--- config.mk ---
export PLATFORM = sky130hd
export DESIGN_NAME = mips_cpu_lsu
export DESIGN_NICKNAME = d
export VERILOG_FILES = /design/src/rtl/mips_cpu_lsu.sv
export SDC_FILE = /design/constraint.sdc
export NUM_CORES = 1
export LEC_CHECK = 0
export BUFFER_PORTS_ARGS = -buffer_cell sky130_fd_sc_hd__buf_2
export CORE_AREA = 2 2 104 106
export CTS_BUF_LIST = sky130_fd_sc_hd__clkbuf_2
export DETAILED_ROUTE_END_ITERATION = 10
export DIE_AREA = 0 0 106 108
export PLACE_DENSITY = 0.84
export SYNTH_ARGS = -nofsm -noshare
export SYNTH_HDL_FRONTEND = slang
export SYNTH_SLANG_ARGS = --single-unit
--- constraint.sdc ---
create_clock -name clk -period 2.49 [get_ports clk]
set_clock_uncertainty 0.1 [all_clocks]
set_input_delay 0.498 -clock clk [delete_from_list [all_inputs] [get_ports clk]]
set_output_delay 0.498 -clock clk [all_outputs]
set_load 0.02 [all_outputs]
--- src/rtl/mips_cpu_lsu.sv ---
// Load/store unit between the multicycle MIPS core and an Avalon-MM master port.
// Takes one load or store at a time and runs the Avalon read/write handshake.
// It builds byte enables and lane-replicated store data, and returns load data
// with sign or zero extension. Misaligned requests, illegal sizes and stalled
// bus cycles (when a timeout is configured) finish with an error response.
module mips_cpu_lsu #(
    parameter int ADDR_WIDTH     = 32,
    parameter int TIMEOUT_CYCLES = 0
) (
    input  logic                  clk,
    input  logic                  reset,
    input  logic                  req_valid,
    output logic                  req_ready,
    input  logic                  req_write,
    input  logic [1:0]            req_size,
    input  logic                  req_signed,
    input  logic [ADDR_WIDTH-1:0] req_addr,
    input  logic [31:0]           req_wdata,
    output logic                  rsp_valid,
    output logic [31:0]           rsp_rdata,
    output logic                  rsp_error,
    output logic [ADDR_WIDTH-1:0] address,
    output logic                  read,
    output logic                  write,
    input  logic                  waitrequest,
    output logic [31:0]           writedata,
    output logic [3:0]            byteenable,
    input  logic [31:0]           readdata
);

    localparam logic [1:0] ST_IDLE  = 2'd0;
    localparam logic [1:0] ST_REQ   = 2'd1;
    localparam logic [1:0] ST_RDATA = 2'd2;
    localparam logic [1:0] ST_RESP  = 2'd3;

    // The stall counter still exists with the timeout disabled; the abort
    // compare is then gated off so the counter has no effect.
    localparam bit                TIMEOUT_EN  = (TIMEOUT_CYCLES > 0);
    localparam int                CNT_W       = TIMEOUT_EN ? $clog2(TIMEOUT_CYCLES + 1) : 1;
    localparam int                STALL_LAST  = TIMEOUT_EN ? TIMEOUT_CYCLES - 1 : 0;
    localparam logic [CNT_W-1:0]  STALL_LIMIT = CNT_W'(STALL_LAST);

    logic [1:0]       state;
    logic             write_l;
    logic [1:0]       size_l;
    logic             signed_l;
    logic [1:0]       lane_l;
    logic [CNT_W-1:0] stall_cnt;
    logic             bad_access;
    logic [3:0]       be_next;
    logic [31:0]      wd_next;
    logic [7:0]       byte_sel;
    logic [15:0]      half_sel;
    logic [31:0]      load_ext;

    assign req_ready = (state == ST_IDLE);
    assign rsp_valid = (state == ST_RESP);
    assign read      = (state == ST_REQ) && !write_l;
    assign write     = (state == ST_REQ) && write_l;

    // Classify the incoming request and build its lane enables and store data
    always_comb begin
        bad_access = 1'b0;
        be_next    = 4'b1111;
        wd_next    = req_wdata;
        case (req_size)
            2'b00: begin
                be_next = 4'b0001 << req_addr[1:0];
                wd_next = {4{req_wdata[7:0]}};
            end
            2'b01: begin
                bad_access = req_addr[0];
                be_next    = req_addr[1] ? 4'b1100 : 4'b0011;
                wd_next    = {2{req_wdata[15:0]}};
            end
            2'b10: begin
                bad_access = (req_addr[1:0] != 2'b00);
            end
            default: begin
                bad_access = 1'b1;
            end
        endcase
    end

    // Pick the addressed lanes out of the returned word and extend them
    always_comb begin
        case (lane_l)
            2'd0:    byte_sel = readdata[7:0];
            2'd1:    byte_sel = readdata[15:8];
            2'd2:    byte_sel = readdata[23:16];
            default: byte_sel = readdata[31:24];
        endcase
        half_sel = lane_l[1] ? readdata[31:16] : readdata[15:0];
        case (size_l)
            2'b00:   load_ext = signed_l ? {{24{byte_sel[7]}}, byte_sel} : {24'd0, byte_sel};
            2'b01:   load_ext = signed_l ? {{16{half_sel[15]}}, half_sel} : {16'd0, half_sel};
            default: load_ext = readdata;
        endcase
    end

    // Transaction sequencing, request latching and response registers
    always_ff @(posedge clk or negedge reset) begin
        if (!reset) begin
            state      <= ST_IDLE;
            write_l    <= 1'b0;
            size_l     <= 2'b00;
            signed_l   <= 1'b0;
            lane_l     <= 2'b00;
            stall_cnt  <= '0;
            address    <= '0;
            byteenable <= 4'b0000;
            writedata  <= 32'd0;
            rsp_rdata  <= 32'd0;
            rsp_error  <= 1'b0;
        end else begin
            case (state)
                ST_IDLE: begin
                    if (req_valid) begin
                        write_l    <= req_write;
                        size_l     <= req_size;
                        signed_l   <= req_signed;
                        lane_l     <= req_addr[1:0];
                        address    <= {req_addr[ADDR_WIDTH-1:2], 2'b00};
                        byteenable <= be_next;
                        writedata  <= wd_next;
                        stall_cnt  <= '0;
                        if (bad_access) begin
                            rsp_error <= 1'b1;
                            rsp_rdata <= 32'd0;
                            state     <= ST_RESP;
                        end else begin
                            state <= ST_REQ;
                        end
                    end
                end
                ST_REQ: begin
                    if (!waitrequest) begin
                        if (write_l) begin
                            rsp_error <= 1'b0;
                            rsp_rdata <= 32'd0;
                            state     <= ST_RESP;
                        end else begin
                            state <= ST_RDATA;
                        end
                    end else if (TIMEOUT_EN && (stall_cnt == STALL_LIMIT)) begin
                        rsp_error <= 1'b1;
                        rsp_rdata <= 32'd0;
                        state     <= ST_RESP;
                    end else begin
                        stall_cnt <= stall_cnt + CNT_W'(1);
                    end
                end
                ST_RDATA: begin
                    rsp_rdata <= load_ext;
                    rsp_error <= 1'b0;
                    state     <= ST_RESP;
                end
                default: begin
                    state <= ST_IDLE;
                end
            endcase
        end
    end

endmodule

==> results.py <==
metrics = {
    "status": {
        "status": "finished clean",
    },
    "flow_run": {
        "maxCapViolCount": 0,
    },
    "final_layout": {
        "finalNetCount": 772,
        "fin_util_pct": 65.22,
        "diodes": 0,
        "area_growth_pct": 32.86,
        "stdcell_count": 805,
        "design_area_um2": 6673,
        "drive_gt1_share_pct": 44.25,
    },
    "sta": {
        "max_freq_mhz": 425.7,
        "fin_tns_setup_ns": 0,
        "worst_slew_pin_slew_ns": 0.6757,
        "hold_viol": 0,
        "report.final.slew_viol_count": 0,
        "rsz0062_at_grt": "no",
        "fin_crit_ns": 2.349,
        "setup_viol": 0,
        "max_slew_margin_pct": 54.90,
        "timing.final.crit_share_pct": 94.34,
    },
    "setup_path": {
        "startpoint_type": "flop",
        "cp_data_arrival_time_ns": 1.75,
        "reg2reg_to": "rsp_rdata[30]$_DFFE_PN0P_",
        "critPathKind": "flop to output pin",
        "end_kind": "output pin",
        "reg2reg_from": "state[0]$_DFFE_PN0P_",
        "cp.required_ns": 1.89,
        "path_max_fanout": 5,
        "reg2reg_depth": 6,
        "regToRegSetupSlack_ns": 0.28,
    },
    "drt": {
        "wirelength_um": 14130,
        "wl_per_cell_um": 17.55,
        "vias": 4356,
        "routed_via_density": 5.411,
        "drc": 0,
        "first_pass_iters": 5,
        "antenna_left": 0,
        "drt_iter0_drc": 243,
    },
    "pwr": {
        "power_density_nw_per_um2": 1201,
        "finalPower_mw": 8.012,
        "p_leak_nw": 3.408,
        "ir_worst_vdd_uv": 729.7,
    },
    "yosys": {
        "synth_cell_type_count": 42,
        "async_flop_share_pct": 100.0,
        "synth_top_area_cell": "dfrtp_1",
        "yosys_warnings": 0,
        "synthCells": 431,
        "synth_top_area_share_pct": 53.31,
        "synth_commonest_cells": "dfrtp_1, mux2_2, nand2_1",
        "synth_edf_count": 0,
        "synthTopCellsByArea": "dfrtp_1, mux2_2, mux2i_1",
        "ys_seq_area_share_pct": 53.31,
        "ys_ff_latch": 107,
        "synth.most_common_cell": "dfrtp_1",
        "netlist_area_um2": 5022,
        "synth_area_per_cell_um2": 11.65,
        "yosys_most_used_dff": "dfrtp_1",
    },
    "grt": {
        "grt_use_total_pct": 24.75,
        "grt-ovfl-total": 0,
        "grt_pass1_wl_um": 22080,
        "grt_start_max_net_pins": 69,
        "first_global_vias": 4490,
        "antenna_found_initial": 0,
    },
    "place": {
        "place.gp.congestion": 0.8647,
        "io_buffers": 206,
        "placed_area_um2": 6206,
        "dp_hpwl_um": 10290,
        "place_inst": 756,
    },
    "cts": {
        "cts_resized": 0,
        "clockBufferDepth": 2,
        "cts_root_buf": "clkbuf_2",
        "htreeDepth": 3,
        "cts_tree": "built",
        "path_clk_slew_ns": 0.28,
        "clock_latency_ns": 0.58,
        "cts-buffers-inserted": 9,
        "cts.sinks": 107,
    },
    "floorplan": {
        "rows": 37,
        "fp.dieW_um": 106,
        "ios": 209,
        "die_area_um2": 11450,
        "core_um2": 10230,
        "start_util_pct": 49.09,
        "die_h_um": 108,
    },
    "min_path": {
        "hold_path_depth": 2,
        "hp-class": "primary input to flop",
        "worstHoldEndpoint": "writedata[0]$_DFFE_PN0P_",
        "min_from": "req_wdata[0]",
    },
}
[routing by layer]
layer	wire [um]	vias up	GRT usage (%)	part of all wire [%]
met2	7362	220	44.70	52
met1	5291	2097	28.31	37
met3	1162	26	6.389	8.2
met4	313	0	9.492	2.2
met5	0	-	0	0
li1	-	2013	-	-
[repair_timing]
action | 4_1_cts | 5_1_grt
setup buffers | 0 | 0
hold buffers | 30 | 3
setup endpoints to repair | 0 | 0
hold endpoints to repair | 69 | 3
[report_power, final]
group	internal (mW)	switching (mW)	leakage [nW]	total, mW
clock	0.331	0.580	0.0837	0.911
combinational	1.70	2.49	1.99	4.19
sequential	2.47	0.443	1.34	2.91
total	4.50	3.51	3.41	8.01
[worst max-delay path, cell delays in order (launching register included)]
cell and delay, ns:
dfrtp_1 0.48, inv_1 0.10, ha_1 0.23, and2_1 0.19
buf_2 0.17
[area by class of cell]
| class | count | area (um2) |
|---|---|---|
| Clock buffer | 9 | 45.04 |
| Clock inverter | 7 | 91.34 |
| Fill cell | 794 | 3558 |
| Inverter | 11 | 41.29 |
| Multi-Input combinational cell | 285 | 2163 |
| Sequential cell | 107 | 2678 |
| Tap cell | 136 | 170.2 |
| Timing Repair Buffer | 250 | 1484 |
[flip-flops by register name, indices dropped and copies added (netlist names)]
signal and cells:
rsp_rdata 32, writedata 32, address 30, byteenable 4, lane_l 2, size_l 2
state 2, rsp_error 1, signed_l 1, write_l 1
[cells by family (layout without fill, tap and decap cells)]
logic type	Yosys count	in the layout	synth area share (%)
compound gates	99	99	13.68
buf+inv	40	277	3.836
simple gates	89	89	8.271
fa+ha+maj	4	4	0.9966
flops	107	107	53.31
mux	91	91	19.83
other cells	1	2	0.07467
[worst max path at each step]
stage / depth (start not counted) / to / startpoint
after detailed placement: 6 / rsp_rdata[17]$_DFFE_PN0P_ / state[0]$_DFFE_PN0P_
after floorplan: 6 / address[10]$_DFFE_PN0P_ / state[0]$_DFFE_PN0P_
after CTS: 4 / write / state[1]$_DFFE_PN0P_
after global placement: 6 / rsp_rdata[25]$_DFFE_PN0P_ / state[0]$_DFFE_PN0P_
final: 4 / write / state[1]$_DFFE_PN0P_
after global routing: 4 / write / state[1]$_DFFE_PN0P_
[metrics by stage]
stage	worst slack [ns]	hold WS, ns
2_1_floorplan	0.5423	0.1024
3_3_place_gp	0.4578	0.3578
3_5_place_dp	0.3694	0.3666
4_1_cts	0.09146	0.001300
5_1_grt	0.009902	0.02359
6_report	0.1409	0.07456
[cell usage in the layout (no fill, tap or decap), types with 3 or more instances in the layout]
cell type and instances:
a32o_1 16, mux2_2 57, buf_2 205, o21ai_0 32, nand2_1 37, buf_12 3, ha_1 4, buf_4 9
dfrtp_1 107, mux2i_1 32, o2bb2ai_1 8, o22ai_1 9, inv_1 10, nor3_1 3, a211oi_1 7, nand2b_1 18
clkbuf_2 9, dlygate4sd3_1 33, a21oi_1 13, nor2_1 21
Power figures use the tool's default switching activity.
